`config.mk`:
```
export PLATFORM = sky130hd
export DESIGN_NAME = i2s_audio_rx
export DESIGN_NICKNAME = d
export VERILOG_FILES = /design/src/rtl/i2s_audio_rx.sv
export SDC_FILE = /design/constraint.sdc
export NUM_CORES = 1
export LEC_CHECK = 0
export BUFFER_PORTS_ARGS = -buffer_cell sky130_fd_sc_hd__clkbuf_2
export CORE_MARGIN = 1
export CORE_UTILIZATION = 56
export DETAILED_ROUTE_END_ITERATION = 10
export PLACE_DENSITY = 0.8
export SLEW_MARGIN = 40
export SYNTH_ARGS = -nofsm -noshare
export SYNTH_HDL_FRONTEND = slang
export SYNTH_SLANG_ARGS = --single-unit
```
`constraint.sdc`:
```
create_clock -name clk -period 5.2 [get_ports clk]
set_input_delay 1.04 -clock clk [delete_from_list [all_inputs] [get_ports clk]]
set_output_delay 1.04 -clock clk [all_outputs]
set_load 0.03 [all_outputs]
```
`src/rtl/i2s_audio_rx.sv`:
```
// rtl/i2s_audio_rx.sv - I2S receiver: deserializes sck/lrck/sdin into 16-bit L/R sample pairs
//
// Optional feature macro: I2S_RX_PEAK_EN (peak-level tracking with decay).
//
// Ports:
//   clk, rst           system clock, asynchronous active-high reset
//   en                 receiver enable; low clears framing state, outputs hold
//   sck, lrck, sdin    external I2S pins, asynchronous to clk
//   left_sample        last complete left word
//   right_sample       last complete right word
//   sample_valid       one-clk pulse when both samples update together
//   frame_err          one-clk pulse on a short slot
//   frame_cnt          number of valid pairs delivered (wraps)
//   peak_left/right    peak magnitudes (0 when the peak feature is disabled)
module i2s_audio_rx #(
    parameter int WIDTH = 16,
    parameter int CNT_W = 6
) (
    input  logic             clk,
    input  logic             rst,
    input  logic             en,
    input  logic             sck,
    input  logic             lrck,
    input  logic             sdin,
    output logic [WIDTH-1:0] left_sample,
    output logic [WIDTH-1:0] right_sample,
    output logic             sample_valid,
    output logic             frame_err,
    output logic [15:0]      frame_cnt,
    output logic [WIDTH-1:0] peak_left,
    output logic [WIDTH-1:0] peak_right
);

    localparam logic [CNT_W-1:0] CNT_LAST = CNT_W'(WIDTH - 1);
    localparam logic [CNT_W-1:0] CNT_FULL = CNT_W'(WIDTH);

    logic sck_s1, sck_s2, sck_s3;
    logic lrck_s1, lrck_s2;
    logic sdin_s1, sdin_s2;

    logic [WIDTH-1:0] sr;
    logic [CNT_W-1:0] bit_cnt;
    logic [WIDTH-1:0] left_stage;
    logic [WIDTH-1:0] right_hold;
    logic             lrck_prev;
    logic             left_ok;
    logic             armed;
    logic             pair_pend;

    logic             strobe;
    logic             lr_changed;
    logic             slot_short;
    logic [WIDTH-1:0] word;

    assign strobe     = sck_s2 & ~sck_s3;
    assign lr_changed = lrck_s2 != lrck_prev;

    // Word assembled at slot end. With exactly WIDTH-1 bits shifted, the
    // bit arriving with the lrck change is the LSB; with WIDTH or more the
    // word is already complete and the current bit is surplus.
    always_comb begin
        word       = sr;
        slot_short = 1'b0;
        if (bit_cnt == CNT_LAST) begin
            word = {sr[WIDTH-2:0], sdin_s2};
        end else if (bit_cnt < CNT_LAST) begin
            slot_short = 1'b1;
        end
    end

    always_ff @(posedge clk or posedge rst) begin
        if (rst) begin
            sck_s1  <= 1'b0;
            sck_s2  <= 1'b0;
            sck_s3  <= 1'b0;
            lrck_s1 <= 1'b0;
            lrck_s2 <= 1'b0;
            sdin_s1 <= 1'b0;
            sdin_s2 <= 1'b0;
        end else begin
            sck_s1  <= sck;
            sck_s2  <= sck_s1;
            sck_s3  <= sck_s2;
            lrck_s1 <= lrck;
            lrck_s2 <= lrck_s1;
            sdin_s1 <= sdin;
            sdin_s2 <= sdin_s1;
        end
    end

    always_ff @(posedge clk or posedge rst) begin
        if (rst) begin
            sr           <= '0;
            bit_cnt      <= '0;
            left_stage   <= '0;
            right_hold   <= '0;
            lrck_prev    <= 1'b0;
            left_ok      <= 1'b0;
            armed        <= 1'b0;
            pair_pend    <= 1'b0;
            left_sample  <= '0;
            right_sample <= '0;
            sample_valid <= 1'b0;
            frame_err    <= 1'b0;
            frame_cnt    <= '0;
        end else begin
            sample_valid <= 1'b0;
            frame_err    <= 1'b0;

            // The pair is published one clk after the right word closes so
            // both samples and the strobe change together.
            if (pair_pend) begin
                left_sample  <= left_stage;
                right_sample <= right_hold;
                sample_valid <= 1'b1;
                frame_cnt    <= frame_cnt + 16'd1;
                pair_pend    <= 1'b0;
            end

            if (!en) begin
                bit_cnt <= '0;
                armed   <= 1'b0;
                left_ok <= 1'b0;
            end else if (strobe) begin
                if (!lr_changed) begin
                    if (bit_cnt < CNT_FULL) begin
                        sr      <= {sr[WIDTH-2:0], sdin_s2};
                        bit_cnt <= bit_cnt + 1'b1;
                    end
                end else begin
                    bit_cnt   <= '0;
                    lrck_prev <= lrck_s2;
                    if (!armed) begin
                        // First boundary after reset/enable: slot contents unknown.
                        armed <= 1'b1;
                    end else if (slot_short) begin
                        frame_err <= 1'b1;
                        if (!lrck_prev) begin
                            left_ok <= 1'b0;
                        end
                    end else if (!lrck_prev) begin
                        left_stage <= word;
                        left_ok    <= 1'b1;
                    end else if (left_ok) begin
                        right_hold <= word;
                        pair_pend  <= 1'b1;
                        left_ok    <= 1'b0;
                    end
                end
            end
        end
    end

`ifdef I2S_RX_PEAK_EN
    function automatic logic [WIDTH-1:0] mag(input logic [WIDTH-1:0] x);
        if (!x[WIDTH-1]) begin
            return x;
        end else if (x == {1'b1, {(WIDTH-1){1'b0}}}) begin
            return {1'b0, {(WIDTH-1){1'b1}}};
        end else begin
            return -x;
        end
    endfunction

    logic             decay;
    logic [WIDTH-1:0] base_left, base_right;
    logic [WIDTH-1:0] mag_left, mag_right;

    // frame_cnt low byte at 0xFF means this publish is the 256th pair.
    assign decay      = frame_cnt[7:0] == 8'hFF;
    assign base_left  = decay ? (peak_left >> 1) : peak_left;
    assign base_right = decay ? (peak_right >> 1) : peak_right;
    assign mag_left   = mag(left_stage);
    assign mag_right  = mag(right_hold);

    always_ff @(posedge clk or posedge rst) begin
        if (rst) begin
            peak_left  <= '0;
            peak_right <= '0;
        end else if (pair_pend) begin
            peak_left  <= (mag_left > base_left) ? mag_left : base_left;
            peak_right <= (mag_right > base_right) ? mag_right : base_right;
        end
    end
`else
    assign peak_left  = '0;
    assign peak_right = '0;
`endif

endmodule

```
* Yosys cells after proc, flatten, opt, wreduce, memory -nomap -nowiden
Index checks and enable logic that the tools add are counted.
** Storage, ports and cells
- Logic and storage cells :: 73
- Input bits :: 6
- Flip-flop bits (word level) :: 115
- Output and inout bits :: 82
** Operators by class
- Multiplexer cells :: 30
- Eq/ne operators :: 7
- Reduce and logical (&&, ||, !) cells :: 7
- Add/subtract/negate cells :: 2
- Bitwise gates (word level) :: 5
- Magnitude comparators :: 2
** Operators with widths (number)
- 1-bit 2-to-1 mux :: 25
- 6-bit 2-to-1 mux :: 4
- 16-bit by 1-bit adder with 16-bit output, second input constant :: 1
- 16-bit 2-to-1 mux :: 1
- 4-bit AND reduction :: 2
- 7-bit AND reduction :: 1
- 6-bit by 1-bit adder with 6-bit output, second input constant :: 1
- 6-bit by 4-bit == test with 1-bit output, second input constant :: 1
- 6-bit by 4-bit < comparator with 1-bit output, second input constant :: 1
- 6-bit by 5-bit < comparator with 1-bit output, second input constant :: 1
- 2-bit by 1-bit != test with 1-bit output, second input constant :: 3
- 6-bit AND reduction :: 1
- 1-bit NOT :: 4
- 2-bit AND reduction :: 2
- 3-bit by 1-bit != test with 1-bit output, second input constant :: 1
- 3-bit != test, second input constant :: 1
- 3-bit AND reduction :: 1
- 1-bit AND :: 1
- 1-bit != test :: 1

* Longest topological paths before layout
Gate-level depths: netlist of run 1.
- Depth after elaboration :: 8
- Mapped depth :: 6
- Gate-level depth less buffers :: 5

* Least setup slack after synthesis of run 1
OpenSTA, ideal clock, no wires.
- Path type :: input-to-reg
- Start point :: input en
- End point :: register right_hold[0]
- Buffers on the path :: 1
- Required time :: 5075 ps
- Library setup time :: 125 ps
- Arrival time :: 2012 ps
- Path slack :: 3063 ps
- Stages on the path :: 5
- Path through :: and2_2 nand4_4 nor2_8 buf_12 mux2_4
** On the way
- Cells in the longest elaborated chain, start to end :: 1
** RTL lines
- from (decl) :: line 21 : input logic en,
- 7-bit AND reduction (no line)
- to (signal assigned) :: line 145 : right_hold <= word;
- to (decl) :: line 44 : logic [WIDTH-1:0] right_hold;
No other way between the ends.
A chain may end at the register's enable or synchronous reset.

* Worst setup path in the final report of run 1
- Start point :: register frame_cnt[4]
- End point :: output frame_cnt[4]
** RTL lines
- from (decl) :: line 29 : output logic [15:0] frame_cnt,
- from (signal assigned) :: line 116 : frame_cnt <= frame_cnt + 16'd1;
No word-level cell between the ends.

==> flow_summary.ini, run 1 <==
[worst_setup_path]
cp.required_ns = 4.16
r2r.worst_path.cells = 4
r2r_slack_ns = 3.22
worst-path-buf-inv = 1
path_cells = clkbuf_2
crit_type = reg -> out
r2r-start = lrck_prev$_DFFE_PP0P_
critical-path-top-delay-family = flip-flops
critPathMaxFanout = 6
crit_arrival_ns = 1.19
critPathCaptureType = output pin
cp_slowest_stage_delay_ns = 0.44
startpoint_type = flip-flop
r2r_end = right_hold[9]$_DFFE_PP0P_
crit_path_top_delay_cell = dfrtp_1

[timing]
rsz0062_at_grt = no
slew_headroom = 0.537
finalSetupTns_ns = 0
hold_viol = 0
fmax_mhz = 449
finalSetupViolations = 0
min_period_over_period = 0.429
finalClockSkew_ns = 0.00769
tightest_slew_ns = 0.694
final-max-slew-violation-count = 0
period_needed_ns = 2.23
fin_ws_ns = 2.97

[global_route]
grt_pass1_vias = 2747
overflow = 0
grtUsageTotal = 0.199
antenna_found_initial = 0
grt_max_degree = 82
met2_usage = 0.313
grtUsageMet3 = 0.0577
busiest_layer = met2
use_met1 = 0.258
grt_pass1_wl_um = 13600

[placed_design]
globalplace.congestion = 0.753
dp_slack_ns = 2.72
port_buffers = 55
placedCellCount = 489
hpwl_um = 5050

[clock_tree]
insertion_delay_ns = 0.50
htree_levels = 4
root_buffer = clkbuf_8
cts.clk_slew.worst_paths_ns = 0.06
cts_resized = 0
cts.sink_count = 115
cts_tree = done
cts_buffers = 17
cts_buffer_depth = 2
post_cts_buffers = 0
ctsHoldBuffers = 0

[detailed_routing]
drcViolationCount = 0
drt.antenna.violating_nets = 0
vias = 2749
firstDrtPassIters = 4
routedWlPerCell_um = 15.8
drt_iter0_drc = 101
routed_wl_um = 8230
viasPerCell = 5.29

[floorplan]
core_um2 = 8380
die_w_um = 96.1
die_h_um = 96.1
dieArea_um2 = 9240
fp-row-count = 33
ioPinCount = 88
initial_utilization = 0.592

[layout]
drive_above_1_share = 0.470
fin_cells = 520
fill_cells = 582
antenna_cells = 0
final_nets = 411
utilization = 0.683
area_growth_pct = 15.4

[run_status]
status = complete, no violations

[worst_hold_path]
min-delay-start = lrck_s1$_DFF_PP0_
min_delay_worst_endpoint = lrck_s2$_DFF_PP0_
hp-class = reg -> reg
holdPathStages = 0

[synthesis]
yosys.area.top_type = dfrtp_1
synthDominantCellAreaShare = 0.580
async_reset_ff_frac = 1.00
netlist_instances = 339
synth-seq-cells = 115
netlist_area_um2 = 4960
synth_enable_flop_cells = 0
yosysWarnings = 0
ys_seq_area_frac = 0.580
ys.flop_type = dfrtp_1
ys_types = 44
synth.avg_cell_area_um2 = 14.6
synthTopCellsByArea = dfrtp_1 58%, mux2_2 20%, buf_4 4.8%

[power_and_ir_drop]
powerDensity_nw_per_um2 = 375
irDropWorstVdd_mv = 0.269
power.leakage_uw = 0.00301
power_uw = 2150

[run]
cap_viol_max_count = 0
-- metal layers --
metal,routed length (um),share of wire
met1,3690,0.45
met2,4140,0.50
met3,272,0.033
met4,132,0.016
met5,0,0
-- per-stage QoR --
step	hold WS, ns	cell area, um2
final	0.350	5720
after CTS	0.350	5720
after global routing	0.359	5720
after floorplan	0.331	5080
after detailed placement	0.337	5170
after global placement	0.338	5160
-- Yosys cell counts (2+ instances only) --
cell type,instances
nand3_1,2
o21ai_0,3
mux2_4,10
nor3_1,3
a21o_1,2
buf_2,2
nand2_1,12
buf_6,3
buf_1,3
dfrtp_1,115
buf_4,32
nand4_1,6
a21oi_1,3
xnor2_1,11
nor2b_1,2
nor4b_1,2
inv_1,3
xor2_1,5
ha_1,2
nor2_8,2
nor2_1,6
mux2_2,88
-- kinds of logic (layout without fill, tap and decap cells) --
group,Yosys count,after routing,synth area share
compound gates,13,13,0.0179
xor+xnor,17,17,0.0315
fa+ha+maj,2,2,0.00504
buf+inv,46,91,0.0704
flops,115,115,0.580
mux,99,99,0.232
other cells,1,32,0.000756
simple gates,46,46,0.0620
-- registers in the layout, indices dropped and copies added (netlist names), 6 cells and up --
name / cells
bit_cnt: 6
frame_cnt: 16
left_sample: 16
left_stage: 16
right_hold: 16
right_sample: 16
sr: 16
-- final cells by class --
type                       count  area [um2]  share of cell area
sequential                   115        2880               0.503
multi-input combinational    209        1850               0.323
clock buffer                  21         449              0.0785
timing repair buffer          57         290              0.0507
tap                          105         131              0.0230
clock inverter                10         109              0.0190
inverter                       3        16.3             0.00284
-- worst reg2reg max path, stage by stage, from the launching register on --
cell	delay, ns
dfrtp_1	0.57
xor2_2	0.29
nand4_4	0.21
nor2_8	0.41
mux2_2	0.40
-- report_power, final --
group          switching [uW]  internal (uW)
clock network             381            699
registers                26.2            921
logic                    79.4           40.8
-- placed cells by master, fill, tap and decap left out, drive strengths merged, types with 3 or more instances in the layout --
cell,count
nand4,8
nand2,12
a21oi,3
xor2,6
xnor2,11
clkinv,6
inv,3
nor3,3
clkbuf,76
nor2,8
dfrtp,115
o21ai,3
mux2,99
conb,32
-- worst max-delay path by stage --
stage,to,slack (ns),start,depth (start not counted)
after floorplan,armed$_DFFE_PP0P_,1.12,rst,1
after global placement,right_hold[9]$_DFFE_PP0P_,2.76,en,5
after detailed placement,right_hold[13]$_DFFE_PP0P_,2.72,en,5
after CTS,frame_cnt[4],2.95,frame_cnt[4]$_DFFE_PP0P_,1
after global routing,frame_cnt[4],2.90,frame_cnt[4]$_DFFE_PP0P_,1
final,frame_cnt[4],2.97,frame_cnt[4]$_DFFE_PP0P_,1
No activity file was read; power rests on OpenSTA's default activity.
==> run 2: changes to the inputs <==
--- a/config.mk
+++ b/config.mk
@@ -5,11 +5,12 @@
 export SDC_FILE = /design/constraint.sdc
 export NUM_CORES = 1
 export LEC_CHECK = 0
+export ABC_AREA = 1
 export BUFFER_PORTS_ARGS = -buffer_cell sky130_fd_sc_hd__clkbuf_2
 export CORE_MARGIN = 1
 export CORE_UTILIZATION = 56
 export DETAILED_ROUTE_END_ITERATION = 10
-export PLACE_DENSITY = 0.8
+export PLACE_DENSITY = 0.79
 export SLEW_MARGIN = 40
 export SYNTH_ARGS = -nofsm -noshare
 export SYNTH_HDL_FRONTEND = slang
==> constraint.sdc (replaced) <==
create_clock -name clk -period 2.2 [get_ports clk]
set_input_delay 0.44 -clock clk [delete_from_list [all_inputs] [get_ports clk]]
set_output_delay 0.44 -clock clk [all_outputs]
set_load 0.03 [all_outputs]
==> run 2 against run 1 <==
Compared with the run above:
- synthesized cell count up 76%
- final cell count up 49%
- routed wire length up 20%
- setup slack worse by 2.4 ns
- design area up 5.2%
- flip-flop and latch count unchanged
- largest cell class unchanged
- critical path type unchanged
- register-to-register slack worse by 2.7 ns
- clock power up 140%
- clock skew up 0.0019 ns
- total power up 140%
- area after synthesis up 5.7%
- combinational power rose to 2.8 times the previous value
==> flow_summary.ini, run 2 <==
[run_status]
status = complete, no violations

[detailed_routing]
vias = 3892
drcViolationCount = 0
firstDrtPassIters = 4
routedWlPerCell_um = 12.7
viasPerCell = 5.02
drt.antenna.violating_nets = 0
routed_wl_um = 9860
drt_iter0_drc = 204

[clock_tree]
insertion_delay_ns = 0.51
ctsHoldBuffers = 0
cts_resized = 0
post_cts_buffers = 0
cts_buffer_depth = 2
htree_levels = 4
cts.sink_count = 115
cts_tree = done
cts.clk_slew.worst_paths_ns = 0.06
root_buffer = clkbuf_8
cts_buffers = 17

[timing]
min_period_over_period = 0.754
finalSetupViolations = 0
period_needed_ns = 1.66
final-max-slew-violation-count = 0
finalClockSkew_ns = 0.00956
tightest_slew_ns = 0.581
rsz0062_at_grt = no
slew_headroom = 0.612
finalSetupTns_ns = 0
hold_viol = 0
fmax_mhz = 603
fin_ws_ns = 0.541

[layout]
fill_cells = 666
stdcell_area_um2 = 6020
final_cell_mix = 239 x nand2_1, 115 x dfrtp_1, 55 x clkbuf_2, 43 x inv_1, 37 x o21ai_1
area_growth_pct = 14.8
final_common_cell = nand2_1
seqCellArea_um2 = 2880
multi_input_area_um2 = 1930
antenna_cells = 0
drive_above_1_share = 0.183
final_nets = 664

[synthesis]
ys.flop_type = dfrtp_1
ys_types = 31
yosys.area.top_type = dfrtp_1
synth_enable_flop_cells = 0
synthMostInstantiatedCell = nand2_1
ys_seq_area_frac = 0.549
synth-simple-area-share = 0.246
netlist_area_um2 = 5240
netlist_instances = 598
synth-seq-cells = 115
synthTopCellsByCount = 239 x nand2_1, 115 x dfrtp_1, 44 x inv_1
synthMuxAreaShare = 0
synth_xor_xnor_area_share = 0.0134
synthDominantCellAreaShare = 0.549
synth_top_family_by_area = simple AND/OR/NAND/NOR gates
synthTopCellsByArea = dfrtp_1 55%, nand2_1 17%, buf_4 4.6%
synth.avg_cell_area_um2 = 8.77
yosysWarnings = 0
synthAdderAreaFrac = 0.00477
async_reset_ff_frac = 1.00
synth_compound_area_frac = 0.0809

[worst_setup_path]
critPathMaxFanout = 6
crit_type = reg -> out
crit_path_top_delay_cell = dfrtp_1
r2r.worst_path.cells = 7
r2r-start = bit_cnt[0]$_DFFE_PP0P_
startpoint_type = flip-flop
critPathCaptureType = output pin
cp.required_ns = 1.76
worst-path-buf-inv = 1
r2r_end = left_stage[0]$_DFFE_PP0P_
r2r_slack_ns = 0.56
cp_slowest_stage_delay_ns = 0.46
critical-path-top-delay-family = flip-flops
path_cells = clkbuf_2
crit_arrival_ns = 1.22

[placed_design]
placed_area_um2 = 5450
globalplace.congestion = 0.849
port_buffers = 55
dp_slack_ns = 0.572
hpwl_um = 6730

[run]
cap_viol_max_count = 0

[power_and_ir_drop]
irDropWorstVdd_mv = 0.532
powerDensity_nw_per_um2 = 852
power.leakage_uw = 0.00331

[floorplan]
dieArea_um2 = 9750
core_um2 = 8890
initial_utilization = 0.590
die_w_um = 98.8
die_h_um = 98.8
ioPinCount = 88
fp-row-count = 34

[worst_hold_path]
holdPathStages = 1
hp-class = in -> reg
min_delay_worst_endpoint = sck_s1$_DFF_PP0_
min-delay-start = sck

[global_route]
overflow = 0
grtUsageTotal = 0.217
grt_max_degree = 116
grt_pass1_wl_um = 16600
antenna_found_initial = 0
grt_pass1_vias = 3704
run 2: cell types whose count changed after synthesis, sizes merged, moves of 6 or more:
cell   previous run  this run
inv               3        48
mux2             99         0
xnor2            11         1
nand3             2        22
nor2              8        21
buf              42        48
o21ai             3        71
nand2            12       243
run 2: logic make-up (layout without fill, tap and decap cells):
family                   count (synthesis)  after routing
other                                    1             32
adder cells (fa/ha/maj)                  2              2
AO/OA/AOI/OAI                           73             73
XOR/XNOR                                 8              8
buffers and inverters                  100            139
AND/OR/NAND/NOR                        299            299
flip-flops                             115            115
run 2: report_power, final:
| part | switching, uW | internal [uW] | total, uW | leakage (uW) |
|---|---|---|---|---|
| sequential | 40.5 | 2170 | 2210 | 0.00158 |
| combinational | 257 | 72.8 | 330 | 0.00145 |
| clock | 978 | 1610 | 2590 | 0.000271 |
| total | 1280 | 3860 | 5130 | 0.00331 |
run 2: layout make-up:
| class | count | share of cell area |
|---|---|---|
| Inverter | 49 | 0.0312 |
| Clock inverter | 14 | 0.0262 |
| Timing Repair Buffer | 59 | 0.0528 |
| Clock buffer | 17 | 0.0688 |
| Sequential cell | 115 | 0.478 |
| Tap cell | 108 | 0.0224 |
| Multi-Input combinational cell | 414 | 0.321 |
run 2: worst max path at each step:
| stage | from | to | slack, ns | depth (start not counted) |
|---|---|---|---|---|
| after floorplan | rst | armed$_DFFE_PP0P_ | 0.36 | 1 |
| after CTS | frame_cnt[6]$_DFFE_PP0P_ | frame_cnt[6] | 0.52 | 1 |
| after global placement | en | sr[8]$_DFFE_PP0P_ | 0.58 | 6 |
| final | frame_cnt[6]$_DFFE_PP0P_ | frame_cnt[6] | 0.54 | 1 |
| after detailed placement | en | sr[8]$_DFFE_PP0P_ | 0.57 | 6 |
| after global routing | bit_cnt[0]$_DFFE_PP0P_ | left_stage[13]$_DFFE_PP0P_ | 0.41 | 7 |
run 2: metal layers:
layer / vias to the layer above / part of all wire / global-route usage / wire, um
li1: 1932 / - / - / -
met1: 1847 / 0.44 / 0.283 / 4380
met2: 98 / 0.51 / 0.351 / 5040
met3: 15 / 0.033 / 0.0504 / 322
met4: 0 / 0.012 / 0.0907 / 118
met5: - / 0 / 0 / 0
run 2: stage by stage:
stage / power, uW / hold WS [ns] / utilization / instances
2_1_floorplan: 2560 / 0.331 / - / 629
3_3_place_gp: 2570 / 0.332 / 0.613 / 745
3_5_place_dp: 2580 / 0.335 / 0.613 / 745
4_1_cts: 5180 / 0.0158 / 0.677 / 776
5_1_grt: 5320 / 0.0168 / 0.677 / 776
6_report: 5130 / 0.0380 / 0.677 / 776
run 2: worst register-to-register path, delay by kind of cell (launching register included):
family                     cells  cell delay [ns]
DFF                            1             0.38
and+or+nand+nor                6             0.99
adders and majority gates      1             0.20
